File: config.mk
export PLATFORM = sky130hd
export DESIGN_NAME = pulse_burst_decoder
export DESIGN_NICKNAME = d
export VERILOG_FILES = /design/src/rtl/pulse_burst_decoder.sv
export SDC_FILE = /design/constraint.sdc
export NUM_CORES = 1
export LEC_CHECK = 0
export BUFFER_PORTS_ARGS = -buffer_cell sky130_fd_sc_hd__clkbuf_2
export CORE_MARGIN = 10
export CORE_UTILIZATION = 50
export CTS_CLUSTER_SIZE = 16
export DETAILED_ROUTE_END_ITERATION = 12
export PLACE_DENSITY = 0.77
export SYNTH_ARGS = -nofsm -noshare
export SYNTH_HDL_FRONTEND = slang
export SYNTH_SLANG_ARGS = --single-unit
File: constraint.sdc
create_clock -name clk -period 2.4 [get_ports clk]
set_input_delay 0.48 -clock clk [delete_from_list [all_inputs] [get_ports clk]]
set_output_delay 0.48 -clock clk [all_outputs]
set_load 0.05 [all_outputs]
File: src/rtl/pulse_burst_decoder.sv
// Counts pulses per burst (ended by last_in or an idle-gap timeout) and offers
// each completed count to a consumer through a one-entry valid/ready register.
module pulse_burst_decoder #(
  parameter int CNT_W     = 4,
  parameter int GAP_LIMIT = 4
) (
  input  logic             clk,
  input  logic             rst_n,
  input  logic             pulse_in,
  input  logic             last_in,
  input  logic             clear_err,
  output logic [CNT_W-1:0] count_out,
  output logic             sat_out,
  output logic             gap_err_out,
  output logic             count_valid,
  input  logic             count_ready,
  output logic             burst_active,
  output logic             drop_err
);

  localparam int GAP_W = $clog2(GAP_LIMIT + 1);
  localparam logic [GAP_W-1:0] GAP_LAST = GAP_W'(GAP_LIMIT - 1);
  localparam logic [GAP_W-1:0] GAP_ONE  = GAP_W'(1);
  localparam logic [CNT_W-1:0] CNT_MAX  = '1;
  localparam logic [CNT_W-1:0] CNT_ONE  = CNT_W'(1);

  typedef enum logic {
    IDLE,
    COUNT
  } state_e;

  state_e           state_q, state_d;
  logic [CNT_W-1:0] cnt_q, cnt_d;
  logic [GAP_W-1:0] gap_q, gap_d;
  logic             sat_q, sat_d;

  logic             done;
  logic [CNT_W-1:0] doneCnt;
  logic             doneSat;
  logic             doneGap;

  logic [CNT_W-1:0] resCnt_q;
  logic             resSat_q;
  logic             resGap_q;
  logic             valid_q;
  logic             drop_q;

  logic             loadRes;
  logic             dropRes;

  // Burst tracking; a completing burst returns to IDLE so the next cycle can start a new one.
  always_comb begin
    state_d = state_q;
    cnt_d   = cnt_q;
    gap_d   = gap_q;
    sat_d   = sat_q;
    done    = 1'b0;
    doneCnt = cnt_q;
    doneSat = sat_q;
    doneGap = 1'b0;
    case (state_q)
      IDLE: begin
        if (pulse_in) begin
          cnt_d = CNT_ONE;
          gap_d = '0;
          sat_d = 1'b0;
          if (last_in) begin
            done    = 1'b1;
            doneCnt = CNT_ONE;
            doneSat = 1'b0;
          end else begin
            state_d = COUNT;
          end
        end
      end
      COUNT: begin
        if (pulse_in) begin
          gap_d = '0;
          if (cnt_q == CNT_MAX) begin
            sat_d = 1'b1;
          end else begin
            cnt_d = cnt_q + CNT_ONE;
          end
          if (last_in) begin
            done    = 1'b1;
            doneCnt = cnt_d;
            doneSat = sat_d;
            state_d = IDLE;
          end
        end else if (gap_q == GAP_LAST) begin
          done    = 1'b1;
          doneGap = 1'b1;
          gap_d   = '0;
          state_d = IDLE;
        end else begin
          gap_d = gap_q + GAP_ONE;
        end
      end
      default: state_d = IDLE;
    endcase
  end

  always_ff @(posedge clk or negedge rst_n) begin
    if (!rst_n) begin
      state_q <= IDLE;
      cnt_q   <= '0;
      gap_q   <= '0;
      sat_q   <= 1'b0;
    end else begin
      state_q <= state_d;
      cnt_q   <= cnt_d;
      gap_q   <= gap_d;
      sat_q   <= sat_d;
    end
  end

  // A result may replace the held one in the same cycle the consumer takes it.
  assign loadRes = done && (!valid_q || count_ready);
  assign dropRes = done && valid_q && !count_ready;

  always_ff @(posedge clk or negedge rst_n) begin
    if (!rst_n) begin
      resCnt_q <= '0;
      resSat_q <= 1'b0;
      resGap_q <= 1'b0;
      valid_q  <= 1'b0;
      drop_q   <= 1'b0;
    end else begin
      if (loadRes) begin
        resCnt_q <= doneCnt;
        resSat_q <= doneSat;
        resGap_q <= doneGap;
        valid_q  <= 1'b1;
      end else if (valid_q && count_ready) begin
        valid_q <= 1'b0;
      end
      if (dropRes) begin
        drop_q <= 1'b1;
      end else if (clear_err) begin
        drop_q <= 1'b0;
      end
    end
  end

  assign count_out    = resCnt_q;
  assign sat_out      = resSat_q;
  assign gap_err_out  = resGap_q;
  assign count_valid  = valid_q;
  assign burst_active = (state_q == COUNT);
  assign drop_err     = drop_q;

endmodule

==> out/qor.txt <==
YS warnings -> 0
Die ar. -> 3770 um2
Initial Utilization -> 0.549
Layout cell share with drive strength beyond 1 -> 0.218
DRT antenna net count -> 0
GRT busiest layer -> met2
Avg Inst Size Synth -> 9.84 um2
Root Buffer -> clkbuf_4
Setup violators final -> 0
Post-synthesis adder-cell area fraction -> 0.0292
CORE AREA -> 1560 um2
Tot GR Track Use -> 0.108
Critical Path AT -> 1.28 ns
# IOs -> 15
Buf/Inv on CP -> 1
Final wirelength -> 1.84 mm
CP Cell Sequence -> clkbuf_2
Leak -> 0.462 nW
Number of buffers created by CTS -> 3
Detailed placer's ending HPWL -> 1.40 mm
Final Hold Vio Count -> 0
Peak VDD IR -> 0.000471 V
# nets final -> 110
Synth Area in Simple Gates -> 0.173
First-pass GRT wire length -> 3.10 mm
Postcts setup bufs -> 0
Met3 Use GR -> 0.0329
CTS H-tree lvls -> 1
Initial antenna violation count -> 0
Pins Over Slew Limit -> 0
Vias in the first global route -> 683
Non-Filler Instances -> 117
CP Capture Type -> output pin
Die Y -> 61.4 um
Hold-fix buffers, CTS -> 0
I/O Buffers -> 14
Syn Std Cell Area -> 856 um2
Critical path class -> reg2out
Wire length per cell -> 15.7 um
Synth Register Bits -> 17
Pwr dens -> 874 nW/um2
Relative slew margins -> 0.703
Crit-path leading delay family -> flip-flops
Ys flop type -> dfrtp_1
Startpoint types -> flop
Placed cell area -> 916 um2
Worst setup margin -> 0.637 ns
Multiplexer area fraction after synthesis -> 0.0292
Total global routing overflow -> 0
Cell Count Post-Placement -> 113
Max-Cap Viols -> 0
Critical Path Max Stage Delay -> 0.63 ns
Core Util, Final -> 0.605
Final min period -> 1.76 ns
Slew @ Worst Pin -> 0.445 ns
Unique masters post-synth -> 31
Avg Vias per Cell -> 5.87
Min-delay worst type -> in2async
GPL Wtd Cong -> 0.790
Syn Inst Count -> 87
M1 GR Usage -> 0.130
Setup TNS -> 0 ns
Async SR Flop Fraction -> 1.00
Clock latency on the worst-skew pair -> 0.29 ns
Post-route cell area -> 943 um2
Pwr Total -> 0.824 mW
Sequential area share after synthesis -> 0.497
CTS tree -> done
Drt initial violations -> 9
F_max -> 567 MHz
Tcrit/Tclk final -> 0.735
Grt met2 use -> 0.170
Largest family of logic cells by synthesized area -> compound AO/OA/AOI/OAI gates
Largest net degree at the start of global routing -> 18
CP max-delay cell -> dfrtp_1
Status -> finished, final reports clean
DRC -> 0
Diodes inserted -> 0
Clock transition at path regs -> 0.10 ns
Initial DRT Pass Iterations -> 4
DIE WIDTH -> 61.4 um
Vias -> 687
CP max FO -> 14
Pre-CTS setup slack -> 0.732 ns
Post-synth EDFFs -> 0
Worst Path Required -> 1.92 ns
Cts repair resizes -> 0
Rows -> 14
RSZ-0062 raised after global routing -> false
Synth Area in Compound Gates -> 0.219
Layout area overhead -> 10.2%
Min Hold Slack -> 0.0945 ns
Bufs on Longest Clock Path -> 2
Fillers -> 125
Synth Area in XOR/XNOR -> 0
Syn Nets -> 95
Worst clock skew -> 0.00443 ns
# clock sinks -> 17
-- routing by layer --
layer | vias up | part of all wire
li1 | 343 | -
met1 | 325 | 0.45
met2 | 17 | 0.48
met3 | 2 | 0.064
met4 | 0 | 0.0082
met5 | - | 0
-- layout make-up --
class,count,area (um2),area share
repair buffers,14,70.1,0.0743
multi-input cells,62,385,0.408
flip-flops and latches,17,425,0.451
inverters,4,15.0,0.0159
well taps,16,20.0,0.0212
clock inverters,1,5.00,0.00531
clock buffers,3,22.5,0.0239
-- registers in the layout (all words and copies together), names as in the netlist --
register / flops
cnt_q: 4
count_out: 4
gap_q: 3
burst_active: 1
count_valid: 1
drop_err: 1
gap_err_out: 1
sat_out: 1
sat_q: 1
-- logic make-up (layout without fill, tap and decap cells) --
logic type | count (synthesis) | count (layout)
AO/OA/AOI/OAI | 30 | 30
adder cells (fa/ha/maj) | 2 | 2
buffers and inverters | 8 | 22
flip-flops | 17 | 17
multiplexers | 2 | 2
AND/OR/NAND/NOR | 28 | 28
-- where the power goes --
group / switching (mW) / internal [mW] / total [mW] / leakage, nW
combinational: 0.190 / 0.0883 / 0.278 / 0.224
sequential: 0.0561 / 0.338 / 0.394 / 0.220
clock: 0.0905 / 0.0619 / 0.152 / 0.0177
-- final timing paths --
path	endpoint	depth (start not counted)	slack (ns)	startpoint
hold reg to reg	sat_out	2	0.50	sat_out
setup reg to reg	count_out[1]	5	0.77	cnt_q[0]
max in group asynchronous	gap_q[0]	1	2.02	rst_n
setup / recovery	burst_active	1	0.64	burst_active
hold / removal	count_out[3]	1	0.09	rst_n
min in group clk	drop_err	2	0.37	clear_err
-- worst register-to-register path, stage by stage, from the launching register on --
cell	delay [ns]
dfrtp_1	0.45
ha_1	0.31
nand3_1	0.21
a21oi_1	0.19
o22ai_1	0.09
mux2_4	0.26
-- placed cells by master, fill, tap and decap left out, types with 2 or more instances in the layout --
cell      instances
a211oi_1          2
a21oi_1          11
and3_1            2
clkbuf_2         14
clkbuf_4          3
dfrtp_1          17
ha_1              2
inv_1             4
nand2_1           9
nand3_1           3
nor2_1            7
o21ai_0           5
o22ai_1           4
-- Yosys cell counts (2+ instances only) --
master,number,area [um2]
o21ai_0,5,25.0
nand2_1,9,33.8
a21oi_1,11,55.1
o22ai_1,4,25.0
dfrtp_1,17,425
and3_1,2,12.5
nor2_1,7,26.3
a211oi_1,2,15.0
ha_1,2,25.0
nand3_1,3,15.0
buf_6,2,22.5
inv_1,4,15.0
Note: power is estimated with default switching activity, not from simulation.
